## config.mk

```make
export PLATFORM = sky130hd
export DESIGN_NAME = seq_gen_lfsr
export DESIGN_NICKNAME = d
export VERILOG_FILES = /design/src/rtl/game_pkg.sv /design/src/rtl/lfsr16.sv /design/src/rtl/seq_gen_lfsr.sv
export SDC_FILE = /design/constraint.sdc
export NUM_CORES = 1
export LEC_CHECK = 0
export ABC_AREA = 0
export CORE_ASPECT_RATIO = 0.75
export CORE_UTILIZATION = 66
export CTS_BUF_LIST = sky130_fd_sc_hd__clkbuf_16
export DETAILED_ROUTE_END_ITERATION = 7
export PLACE_DENSITY = 0.83
export SLEW_MARGIN = 10
export SYNTH_ARGS = -nofsm -noshare
export SYNTH_HDL_FRONTEND = slang
export SYNTH_SLANG_ARGS = --single-unit
export TNS_END_PERCENT = 5
```

## constraint.sdc

```tcl
create_clock -name clk -period 8.8 [get_ports clk]
set_input_delay 1.76 -clock clk [delete_from_list [all_inputs] [get_ports clk]]
set_output_delay 1.76 -clock clk [all_outputs]
set_load 0.02 [all_outputs]
```

## src/rtl/game_pkg.sv

```systemverilog
// rtl/game_pkg.sv - shared game types, LFSR constants and symbol-to-LED mapping
package game_pkg;

    typedef logic [1:0] sym_t;

    typedef enum logic [1:0] {
        IDLE,
        FILL,
        READY
    } gen_state_t;

    localparam logic [15:0] LFSR_MASK    = 16'hB400;
    localparam logic [15:0] DEFAULT_SEED = 16'hACE1;

    // One-hot LED pattern per colour symbol, shared with the game FSM
    localparam logic [3:0] LED_SYM0 = 4'b0001;
    localparam logic [3:0] LED_SYM1 = 4'b0010;
    localparam logic [3:0] LED_SYM2 = 4'b0100;
    localparam logic [3:0] LED_SYM3 = 4'b1000;

    function automatic logic [15:0] lfsr_next(input logic [15:0] v);
        return (v >> 1) ^ (v[0] ? LFSR_MASK : 16'h0000);
    endfunction

endpackage

```

## src/rtl/lfsr16.sv

```systemverilog
// rtl/lfsr16.sv - free-running 16-bit right-shift Galois LFSR
module lfsr16
    import game_pkg::*;
#(
    parameter logic [15:0] SEED = DEFAULT_SEED
) (
    input  logic        clk,
    input  logic        rst,
    output logic [15:0] q
);

    logic [15:0] q_q;
    logic [15:0] q_d;

    always_comb begin
        q_d = lfsr_next(q_q);
    end

    always_ff @(posedge clk) begin
        if (rst) begin
            q_q <= SEED;
        end else begin
            q_q <= q_d;
        end
    end

    assign q = q_q;

endmodule

```

## src/rtl/seq_gen_lfsr.sv

```systemverilog
// rtl/seq_gen_lfsr.sv - fills a symbol memory from the LFSR on start, serves it by index
module seq_gen_lfsr
    import game_pkg::*;
#(
    parameter int          DEPTH      = 100,
    parameter int          IDX_W      = 7,
    parameter logic [15:0] SEED       = DEFAULT_SEED,
    parameter int          MAX_REPEAT = 2
) (
    input  logic             clk,
    input  logic             rst,
    input  logic             start,
    input  logic [IDX_W-1:0] rd_idx,
    output logic [1:0]       rd_sym,
    output logic             ready,
    output logic             busy
);

    logic [15:0]      lfsr_val;
    gen_state_t       state_q, state_d;
    logic [IDX_W-1:0] wr_idx_q, wr_idx_d;
    logic [1:0]       run_len_q, run_len_d;
    sym_t             prev_sym_q, prev_sym_d;
    sym_t             rd_sym_q, rd_sym_d;
    sym_t             raw;
    sym_t             sym;
    logic             override;
    logic             mem_we;
    sym_t             mem [DEPTH];

    lfsr16 #(.SEED(SEED)) u_lfsr (
        .clk (clk),
        .rst (rst),
        .q   (lfsr_val)
    );

    always_comb begin
        state_d    = state_q;
        wr_idx_d   = wr_idx_q;
        run_len_d  = run_len_q;
        prev_sym_d = prev_sym_q;
        mem_we     = 1'b0;
        raw        = lfsr_val[1:0];
        // Bump the symbol when it would extend a run already at the limit
        override   = (wr_idx_q != '0) && (raw == prev_sym_q)
                     && (run_len_q == 2'(MAX_REPEAT));
        sym        = override ? raw + 2'd1 : raw;

        case (state_q)
            IDLE, READY: begin
                if (start) begin
                    state_d    = FILL;
                    wr_idx_d   = '0;
                    run_len_d  = '0;
                    prev_sym_d = '0;
                end
            end
            FILL: begin
                mem_we     = 1'b1;
                run_len_d  = ((wr_idx_q != '0) && (sym == prev_sym_q)) ? run_len_q + 2'd1 : 2'd1;
                prev_sym_d = sym;
                wr_idx_d   = wr_idx_q + 1'b1;
                if (wr_idx_q == IDX_W'(DEPTH - 1)) begin
                    state_d = READY;
                end
            end
            default: state_d = IDLE;
        endcase

        rd_sym_d = '0;
        if ((state_q == READY) && ({1'b0, rd_idx} < (IDX_W + 1)'(DEPTH))) begin
            rd_sym_d = mem[rd_idx];
        end
    end

    always_ff @(posedge clk) begin
        if (rst) begin
            state_q    <= IDLE;
            wr_idx_q   <= '0;
            run_len_q  <= '0;
            prev_sym_q <= '0;
            rd_sym_q   <= '0;
        end else begin
            state_q    <= state_d;
            wr_idx_q   <= wr_idx_d;
            run_len_q  <= run_len_d;
            prev_sym_q <= prev_sym_d;
            rd_sym_q   <= rd_sym_d;
        end
    end

    // Storage is not reset; ready gates any stale contents
    always_ff @(posedge clk) begin
        if (mem_we) begin
            mem[wr_idx_q] <= sym;
        end
    end

    assign rd_sym = rd_sym_q;
    assign ready  = (state_q == READY);
    assign busy   = (state_q == FILL);

endmodule

```

==> impl_results.md <==
* GPL Wtd Cong at slightly below 0.9
* Worst Tran Pin Value at 0.980 ns
* Area of the mapped netlist at 0.00950 mm²
* Compound-Gate Fraction of Synth Area at 2.77%
* Initial antenna violation count at 0
* Total of max-cap violations at 0
* CP Max Fanout at 13
* Core area at 0.0139 mm²
* Max-slew headroom at 34.5%
* TritonCTS clock tree: done
* Ys flop type: edfxtp_1
* DRC Markers at 0
* Status: completed
* Synth top area share at 63.2%
* Final instance area at ~0.010 mm²
* 1st-pass router iterations at 5
* Global-route wire length before repair at 30.5 mm
* Worst Path Class, Setup: reg2out
* GRT overflow at 0
* Critical Path RT at between 7 and 8 ns
* Avg Cell Area, Syn at approximately 16 µm²
* Clock Skew at roughly 0.012 ns
* Final ANT Viol Nets at 0
* Power per cell area at 212 mW/mm²
* Max Slew Vio Count at 0
* Layout Nets at 630
* Clk slew on worst S/H paths at 0.06 ns
* Critical Path End Type: output pin
* Post-CTS sizing at 0
* RSZ-0062 raised after global routing: no
* Unique cell type count in the Yosys netlist at 42
* Mapped Cells at 610
* Sequential fraction of the synthesis area at 69.8%
* TritonCTS Sinks at 231
* Area after DPL at 0.00972 mm²
* Ranking of synthesized cells by area: edfxtp_1, mux4_2, dfxtp_1, nor2_1, mux2i_1
* Part of the power in registers at 54.4%
* I/O pins at 14
* Hold_ws at 0.409 ns
* Hold Buf Count CTS at 0
* Ant diodes at 0
* Net Sw Frac at 20.1%
* Per-cell routed wire length at 24.0 µm
* Fraction of the mapped netlist area in adder cells at 0.395%
* Pleak at around 3.3 nW
* Endpoints failing setup at 0
* Fin. Hold Viols at 0
* H-Tree Depth at 1
* Post-Synth Simple-Gate Area at ~10%
* Tot GR Track Use at 28.0%
* Number of synthesized flops with an enable pin at 200
* Rows at 37
* Drt via density at approximately 6.5
* Setup TNS at 0 ns
* Net Switching at ~0.44 mW
* Mapped Nets at 623
* Die area at between 0.01 and 0.015 mm²
* Initial Util at 68.4%
* Commonest non-fill, non-tap cell in the layout: edfxtp_1
* Fill cell count at 819
* Worst hold path class: reg2reg
* Initial DRC Count at about 780
* Number of global-route vias before repair at 5374
* Final HPWL DP at 11.7 mm
* Clock root buffer: clkbuf_16
* Pin count of the biggest net entering global routing at 102
* Logic pwr share at under 10%
* Most frequent cells in the layout: edfxtp_1, nor2_1, mux4_2, dfxtp_1, nand2_1
* Peak VDD IR at approximately 190 µV
* DR vias at 5220
* CTS buffer count at 22
* Async S/R FF share, synth at 0%
* Crit path arrival time at ~2.2 ns
* Layout overhead on the synthesized area at 9.59%
* Layout cells sized above 1 at 15.1%
* Die Y at 106 µm
* Post-CTS Setup Bufs at 0
* Startpoint types: register
* Post-synthesis xor/xnor area fraction at 0.646%
* Die width at between 100 and 150 µm
* Synthesized flop and latch total at approximately 230
* Pint at between 1.5 and 2 mW
* Mux cell area share after synthesis at 14.1%
* Synth Warn # at 0
* CTS max path bufs at 3
* Final worst path period need at approximately 4.0 ns
* Largest family of logic cells by synthesized area: multiplexers
* Cell taking the most area after synthesis: edfxtp_1
* Clock power share at roughly two fifths
* Period utilization at between 40% and 50%
* Worst skew pair latency at 0.50 ns
* Max Clock Freq at roughly 250 MHz
* Port Buf Inserts at 13
* Drt total wl at 19.3 mm
-- cell type report --
cell class	count	area [µm²]	share of cell area (%)
Multi-Input combinational cell	337	2690	25.8
Tap cell	175	219	2.10
Clock inverter	15	115	1.11
Timing Repair Buffer	17	153	1.47
Clock buffer	23	576	5.53
Inverter	8	30.0	0.289
Sequential cell	231	6630	63.7
-- worst max-delay path, stage by stage (launching register included) --
cell and delay, ns:
dfxtp_1 0.41, nand2b_1 0.20, inv_1 0.40, clkdlybuf4s50_1 0.70
-- routing by layer --
metal | up-vias | track usage (%) | part of all wire [%]
met2 | 243 | 42.0 | 46
li1 | 2323 | - | -
met5 | - | 0 | 0
met4 | 0 | 9.63 | 2.9
met1 | 2605 | 40.3 | 42
met3 | 49 | 7.54 | 9.6
-- synth_stat cells (5+ instances only) --
master    count
a21oi_1      11
a22oi_1       6
buf_2         5
clkbuf_1     20
dfxtp_1      31
edfxtp_1    200
inv_1         8
mux2_2        9
mux2i_1      22
mux4_2       43
nand2_1      27
nand2b_1      8
nand3_1      17
nor2_1      113
nor2b_1      16
nor3_1        9
o211ai_1      5
or2_2         8
xnor2_1       7
-- stage by stage --
stage / total power, mW / std cells / utilization, % / setup WS [ns]
6_report: 2.21 / 806 / 74.9 / 4.83
2_1_floorplan: 1.29 / 610 / - / 3.75
3_5_place_dp: 1.32 / 768 / 70.0 / 4.65
3_3_place_gp: 1.32 / 768 / 70.0 / 4.69
5_1_grt: 2.27 / 806 / 74.9 / 4.73
4_1_cts: 2.22 / 806 / 74.9 / 4.85
-- path summary, 6_finish.rpt --
kind,startpoint,endpoint,slack (ns),cells after the start
worst min register to register,u_lfsr.q[12]$_SDFF_PP0_,u_lfsr.q[11]$_SDFF_PP1_,0.41,1
worst max-delay path,state_q[0]$_SDFFE_PP0P_,busy,4.83,3
worst max register to register,wr_idx_q[3]$_SDFFE_PP0P_,mem[73][0]$_DFFE_PP_,5.74,4
worst min-delay path,u_lfsr.q[12]$_SDFF_PP0_,u_lfsr.q[11]$_SDFF_PP1_,0.41,1
-- state kept, by name, summed over array words and instances (netlist names) --
name / count
run_len_q: 2
rd_sym: 2
u_lfsr.q: 16
prev_sym_q: 2
wr_idx_q: 7
mem: 200
state_q: 2
-- cell families after synthesis --
kind of cell | count (synthesis)
AO/OA/AOI/OAI | 38
XOR/XNOR | 7
adder cells (fa/ha/maj) | 3
buffers and inverters | 42
flip-flops | 231
multiplexers | 76
AND/OR/NAND/NOR | 213
-- power groups by stage --
stage | sequential, mW | combinational, mW | clock (mW)
after global placement | 1.22 | 0.0959 | 0
after global routing | 1.20 | 0.108 | 0.961
after detailed placement | 1.22 | 0.0987 | 0
final | 1.20 | 0.100 | 0.906
after CTS | 1.20 | 0.0997 | 0.918
after floorplan | 1.22 | 0.0740 | 0
Note: power is estimated with default switching activity, not from simulation.
